`config.mk`:
```
export PLATFORM = sky130hd
export DESIGN_NAME = bldc_hall_commutator
export DESIGN_NICKNAME = d
export VERILOG_FILES = /design/src/rtl/bldc_hall_commutator.sv
export SDC_FILE = /design/constraint.sdc
export NUM_CORES = 1
export LEC_CHECK = 0
export BUFFER_PORTS_ARGS = -buffer_cell sky130_fd_sc_hd__buf_4
export CORE_MARGIN = 4
export CORE_UTILIZATION = 45
export DETAILED_ROUTE_END_ITERATION = 6
export PLACE_DENSITY = 0.67
export SETUP_SLACK_MARGIN = 0.4
export SYNTH_ARGS = -nofsm -noshare
export SYNTH_HDL_FRONTEND = slang
export SYNTH_SLANG_ARGS = --single-unit
```
`constraint.sdc`:
```
create_clock -name clk -period 7.9 [get_ports clk]
set_clock_uncertainty 0.1 [all_clocks]
set_input_delay 0.395 -clock clk [delete_from_list [all_inputs] [get_ports clk]]
set_output_delay 0.395 -clock clk [all_outputs]
set_load 0.03 [all_outputs]
```
`src/rtl/bldc_hall_commutator.sv`:
```
// Trapezoidal BLDC commutator: filtered hall decode, sector offset, direction/position
// tracking, hall-period measurement with stall flag, sticky fault with explicit clear.
//
// state    | meaning
// ACQUIRE  | outputs zero, waiting for a stable valid hall pattern to lock onto
// RUN      | driving U/V per sector table, tracking steps and period
// FAULT    | illegal pattern or sector jump seen; outputs zero until err_clr
module bldc_hall_commutator #(
    parameter int REG_SIZE      = 16,
    parameter int FILT_CYCLES   = 8,
    parameter int SECTOR_OFFSET = 0,
    parameter int POS_W         = 32,
    parameter int PER_W         = 24,
    parameter int STALL_CYCLES  = 2**20
) (
    input  logic                clk,
    input  logic                rst,
    input  logic                enable,
    input  logic                err_clr,
    input  logic                hall_1,
    input  logic                hall_2,
    input  logic                hall_3,
    input  logic [REG_SIZE-1:0] current_in,
    output logic [REG_SIZE-1:0] current_out_U,
    output logic [REG_SIZE-1:0] current_out_V,
    output logic [2:0]          sector,
    output logic                direction,
    output logic [POS_W-1:0]    position,
    output logic [PER_W-1:0]    hall_period,
    output logic                stall,
    output logic                hall_error
);

    localparam logic [1:0] ST_ACQUIRE = 2'd0;
    localparam logic [1:0] ST_RUN     = 2'd1;
    localparam logic [1:0] ST_FAULT   = 2'd2;

    localparam logic [7:0]          FILT_N   = 8'(FILT_CYCLES);
    localparam logic [31:0]         STALL_TH = 32'(STALL_CYCLES);
    localparam logic [REG_SIZE-1:0] MIN_NEG  = {1'b1, {(REG_SIZE-1){1'b0}}};
    localparam logic [REG_SIZE-1:0] MAX_POS  = {1'b0, {(REG_SIZE-1){1'b1}}};
    localparam logic [REG_SIZE-1:0] ONE_R    = REG_SIZE'(1);

    logic [2:0]          sync1_q, sync2_q;
    logic [1:0]          warm_q;
    logic [2:0]          cand_q;
    logic [7:0]          fcnt_q, fcnt_d;
    logic                same, fire, stable;

    logic [1:0]          state_q, state_d;
    logic [2:0]          sector_q, sector_d;
    logic                dir_q, dir_d;
    logic [POS_W-1:0]    pos_q, pos_d;
    logic [PER_W-1:0]    per_q, per_d;
    logic [PER_W-1:0]    per_cnt_q, per_cnt_d, per_inc;
    logic                err_q, err_d;
    logic [REG_SIZE-1:0] u_q, u_d, v_q, v_d;

    logic                pat_valid, fault;
    logic [2:0]          raw_sec, new_sec, sec_inc, sec_dec;
    logic [3:0]          sec_sum;
    logic [REG_SIZE-1:0] neg_i;

    // Sync registers start at 000 after reset; warm_q keeps that artefact out of the filter.
    always_ff @(posedge clk) begin
        if (rst) begin
            sync1_q <= 3'b000;
            sync2_q <= 3'b000;
            warm_q  <= 2'b00;
            cand_q  <= 3'b000;
            fcnt_q  <= 8'd0;
        end else begin
            sync1_q <= {hall_1, hall_2, hall_3};
            sync2_q <= sync1_q;
            warm_q  <= {warm_q[0], 1'b1};
            if (warm_q[1]) begin
                cand_q <= sync2_q;
                fcnt_q <= fcnt_d;
            end
        end
    end

    always_comb begin
        same   = (sync2_q == cand_q);
        fcnt_d = !same ? 8'd1 : ((fcnt_q == FILT_N) ? FILT_N : fcnt_q + 8'd1);
        // fire: pattern just completed its stable run; stable: it had already done so
        fire   = warm_q[1] && (fcnt_d == FILT_N) && !(same && (fcnt_q == FILT_N));
        stable = warm_q[1] && same && (fcnt_q == FILT_N);
    end

    always_comb begin
        pat_valid = 1'b1;
        raw_sec   = 3'd0;
        case (sync2_q)
            3'b100:  raw_sec = 3'd0;
            3'b110:  raw_sec = 3'd1;
            3'b010:  raw_sec = 3'd2;
            3'b011:  raw_sec = 3'd3;
            3'b001:  raw_sec = 3'd4;
            3'b101:  raw_sec = 3'd5;
            default: pat_valid = 1'b0;
        endcase
        sec_sum = {1'b0, raw_sec} + 4'(SECTOR_OFFSET);
        new_sec = (sec_sum >= 4'd6) ? 3'(sec_sum - 4'd6) : sec_sum[2:0];
        sec_inc = (sector_q == 3'd5) ? 3'd0 : sector_q + 3'd1;
        sec_dec = (sector_q == 3'd0) ? 3'd5 : sector_q - 3'd1;
        per_inc = (&per_cnt_q) ? per_cnt_q : per_cnt_q + PER_W'(1);
    end

    always_comb begin
        state_d   = state_q;
        sector_d  = sector_q;
        dir_d     = dir_q;
        pos_d     = pos_q;
        per_d     = per_q;
        per_cnt_d = (state_q == ST_RUN) ? per_inc : '0;
        err_d     = err_q;
        fault     = 1'b0;
        if (!enable) begin
            state_d   = ST_ACQUIRE;
            per_cnt_d = '0;
        end else begin
            case (state_q)
                ST_ACQUIRE: begin
                    if (fire || stable) begin
                        if (pat_valid) begin
                            state_d  = ST_RUN;
                            sector_d = new_sec;
                        end else begin
                            fault = 1'b1;
                        end
                    end
                end
                ST_RUN: begin
                    if (fire) begin
                        if (!pat_valid) begin
                            fault = 1'b1;
                        end else if (new_sec == sec_inc) begin
                            sector_d  = new_sec;
                            dir_d     = 1'b1;
                            pos_d     = pos_q + POS_W'(1);
                            per_d     = per_inc;
                            per_cnt_d = '0;
                        end else if (new_sec == sec_dec) begin
                            sector_d  = new_sec;
                            dir_d     = 1'b0;
                            pos_d     = pos_q - POS_W'(1);
                            per_d     = per_inc;
                            per_cnt_d = '0;
                        end else if (new_sec != sector_q) begin
                            fault = 1'b1;
                        end
                    end
                end
                ST_FAULT: begin
                    if (err_clr) state_d = ST_ACQUIRE;
                end
                default: state_d = ST_ACQUIRE;
            endcase
            if (fault) begin
                state_d   = ST_FAULT;
                per_cnt_d = '0;
            end
            err_d = fault ? 1'b1 : (err_clr ? 1'b0 : err_q);
        end
    end

    always_comb begin
        neg_i = (current_in == MIN_NEG) ? MAX_POS : (~current_in + ONE_R);
        u_d   = '0;
        v_d   = '0;
        if (enable && (state_q == ST_RUN)) begin
            case (sector_q)
                3'd0: begin u_d = neg_i;      v_d = current_in; end
                3'd1: begin u_d = '0;         v_d = current_in; end
                3'd2: begin u_d = current_in; v_d = '0;         end
                3'd3: begin u_d = current_in; v_d = neg_i;      end
                3'd4: begin u_d = '0;         v_d = neg_i;      end
                3'd5: begin u_d = neg_i;      v_d = '0;         end
                default: begin u_d = '0;      v_d = '0;         end
            endcase
        end
    end

    always_ff @(posedge clk) begin
        if (rst) begin
            state_q   <= ST_ACQUIRE;
            sector_q  <= 3'd0;
            dir_q     <= 1'b0;
            pos_q     <= '0;
            per_q     <= '0;
            per_cnt_q <= '0;
            err_q     <= 1'b0;
            u_q       <= '0;
            v_q       <= '0;
        end else begin
            state_q   <= state_d;
            sector_q  <= sector_d;
            dir_q     <= dir_d;
            pos_q     <= pos_d;
            per_q     <= per_d;
            per_cnt_q <= per_cnt_d;
            err_q     <= err_d;
            u_q       <= u_d;
            v_q       <= v_d;
        end
    end

    assign current_out_U = u_q;
    assign current_out_V = v_q;
    assign sector        = sector_q;
    assign direction     = dir_q;
    assign position      = pos_q;
    assign hall_period   = per_q;
    assign hall_error    = err_q;
    assign stall         = (state_q == ST_RUN) && (32'(per_cnt_q) >= STALL_TH);

endmodule

```
==> out/results.tsv <==
stage	metric	value	unit
status	status	completed	
placement	I/O Buffers	116	
synth	Yosys top cell by area	dfxtp_1	
cts	CTS buffer count	17	
floorplanning	Initial Util	45.9	%
cts	post-CTS resize count	0	
setup_path	crit path from	sector[0]$_SDFFE_PP0P_	
synth	ys flop type	dfxtp_1	
floorplanning	Die W	138	µm
cells_and_area	synthesis-to-finish area growth	20.8	%
cts	postcts setup bufs	0	
setup_path	Worst EP required	8.10	ns
timing	Setup TNS	0	ns
cts	CTS Root Cell	clkbuf_16	
setup_path	endpoint type of the worst setup path	register	
floorplanning	core area	16600	µm²
setup_path	crit path DAT	5.50	ns
floorplanning	die area	19100	µm²
cts	CTS clock-pin slew for the worst setup and hold paths	0.05	ns
detailed_routing	ANT nets after route	0	
synth	Mapped Cells	963	
global_routing	antenna violations before repair	0	
synth	count of cell types in the netlist	69	
power_and_ir_drop	PD cells	168	nW/µm²
cts	CTS Buffer Depth	2	
power_and_ir_drop	Leak	3.75	nW
min_path	hold path startpoint	hall_1	
setup_path	CP Max Fanout	17	
synth	post-synthesis register bit count	138	
detailed_routing	routed len/inst	14.7	µm
detailed_routing	Routed Wire Length	19.0	mm
cts	cts hold-fix bufs	0	
cells_and_area	Fillers	1596	
floorplanning	chip height	138	µm
cts	Skew-Pair Late Insertion Delay	0.42	ns
power_and_ir_drop	Max VDD drop	0.143	mV
detailed_routing	DRC	0	
timing	Tmin final	5.29	ns
cells_and_area	Antenna diodes	0	
synth	share of the synthesized area in the top cell type	36.3	%
setup_path	r2r startpoint	sector[0]$_SDFFE_PP0P_	
setup_path	crit-path max cell delay	0.66	ns
detailed_routing	vias per inst	5.46	
synth	Ys Warns	0	
setup_path	CP max-delay cell	dfxtp_1	
job	max-cap viol count	0	
floorplanning	row cnt	47	
timing	Slew Viols, Final	0	
synth	Mapped Avg Cell Area	7.90	µm²
setup_path	CP cell instances	and2_1 -> ha_1 -> a21oi_1 -> xnor2_1 -> a31oi_4 -> inv_1 -> ha_1 -> and4_1 -> nand2_1 -> a2111oi_0 -> a21oi_1 -> a41oi_1 -> o21ai_0 -> a2111o_1 -> o211ai_2 -> mux2_1	
cts	clk sinks	138	
timing	Finish-stage setup viols	0	
cells_and_area	Final nets	1121	
synth	register area share after synthesis	36.3	%
setup_path	Worst Setup Path Type	register to register	
placement	Post-DP HPWL	13.2	mm
global_routing	Overflow after GRT	0	
detailed_routing	Vias	7048	
timing	Slew @ Worst Pin	0.861	ns
detailed_routing	DRT Pass-1 Iters	6	
timing	final worst setup slack	2.61	ns
synth	Post-synth EDFFs	0	
cts	H-tree depth	4	
timing	Slew HR	42.6	%
synth	Synth Cell Area	7610	µm²
cells_and_area	layout cells sized above 1	15.1	%
timing	final hold viol count	0	
placement	Setup WS pre-CTS	2.59	ns
global_routing	GRT Util Overall	19.8	%
timing	Tcrit/Tclk final	67.0	%
global_routing	first-pass GRT wire length	32.3	mm
setup_path	CP startpoint kind	register	
timing	RSZ-0062 raised after global routing	false	
timing	fmax	189	MHz
synth	top area cells in the synthesized netlist	dfxtp_1 36%, nor2_1 6.5%, ha_1 6.2%, a21oi_1 5.6%, nand2_1 5.2%	
min_path	Hold Path Class	primary input to register	
synth	Synth Net Count	1025	
detailed_routing	initial DRC count	487	
cts	TritonCTS clock tree	built	
synth	asr flop ratio synth	0	%
global_routing	pin count of the biggest net entering global routing	81	
placement	Placer Congestion	0.872	
floorplanning	I/O Pins	117	
global_routing	number of global-route vias before repair	6702	
[layout make-up]
class                      count  area (µm²)  area share, %
timing repair buffer         121         908           9.88
inverter                      30         113           1.22
tap                          220         275           2.99
clock inverter                 7        91.3          0.993
multi-input combinational    751        4560           49.6
clock buffer                  24         482           5.24
sequential                   138        2760           30.0
[synthesized netlist by cell type (all sizes together), types with 3 or more instances]
cell	n
dfxtp	138
nor2	132
nand2	105
a21oi	85
o21ai	55
ha	38
clkbuf	35
a22oi	30
inv	29
xnor2	29
nand3	25
nor3	25
xor2	24
a211oi	23
or3	17
nand4	14
nor2b	14
a21o	13
nand2b	11
and3	10
buf	9
o21a	8
o211ai	7
mux2i	6
nand3b	6
a21boi	5
a31oi	5
a41oi	4
and2	4
and4	4
or2	4
or4	4
a31o	3
mux2	3
nor4	3
o21bai	3
o41ai	3
[final timing paths]
| check | endpoint | slack (ns) | cells after the start |
|---|---|---|---|
| worst max-delay path | position[31]$_SDFFE_PP0P_ | 2.61 | 16 |
| worst min-delay path | sync1_q[2]$_SDFF_PP0_ | 0.1 | 2 |
| worst max register to register | position[31]$_SDFFE_PP0P_ | 2.61 | 16 |
| worst min register to register | warm_q[1]$_SDFF_PP0_ | 0.33 | 1 |
[worst max-delay path: cells and delay by family, from the launching register on]
kind,cells,cell delay (ns)
simple gates,3,0.62
buf+inv,1,0.34
xor+xnor,1,0.13
compound gates,8,2.28
flops,1,0.66
fa+ha+maj,2,0.74
mux,1,0.32
[report_power, final]
part / internal [W] / switching, W
registers: 0.000699 / 0.00000506
clock network: 0.000487 / 0.000289
logic: 0.0000276 / 0.0000402
total: 0.00121 / 0.000334
[metrics by stage]
step,cell area (µm²),power (W),hold slack (ns),util [%],std cells
after floorplan,7610,0.000762,0.314,-,963
after global placement,8620,0.000786,0.320,52.0,1260
after detailed placement,8620,0.000786,0.327,52.0,1260
after CTS,9200,0.00156,0.0812,55.5,1291
after global routing,9200,0.00160,0.104,55.5,1291
final,9200,0.00155,0.0953,55.5,1291
[routing by layer]
metal	share of wire [%]	track usage [%]	up-vias
met5	0	0	-
met4	1.6	6.19	0
met3	4.4	4.11	24
met2	47	32.4	156
met1	47	26.4	3244
li1	-	-	3624
[cells in the final DEF, fill, tap and decap left out, types with 11 or more instances in the layout]
cell type / instances
a211oi_1: 23
a21o_1: 13
a21oi_1: 85
a22oi_1: 30
buf_4: 121
clkbuf_16: 17
dfxtp_1: 138
ha_1: 38
inv_1: 29
nand2_1: 105
nand2b_1: 11
nand3_1: 25
nand4_1: 14
nor2_1: 132
nor2b_1: 14
nor3_1: 25
o21ai_0: 54
or3_1: 17
xnor2_1: 29
xor2_1: 24
[flip-flops by register name, summed over array words and instances, names as in the netlist, 8 cells and up]
register       flops
position          32
hall_period       24
current_out_U     16
current_out_V     16
per_cnt_q         24
fcnt_q             8
[cells by family after synthesis]
family	share of synthesized area, %
xor gates and xnor gates	6.10
and+or+nand+nor	23.9
buffers and inverters	3.83
AOI/OAI and AO/OA	22.2
muxes	1.23
DFF	36.3
adders and majority gates	6.51
No activity file was read; power rests on OpenSTA's default activity.
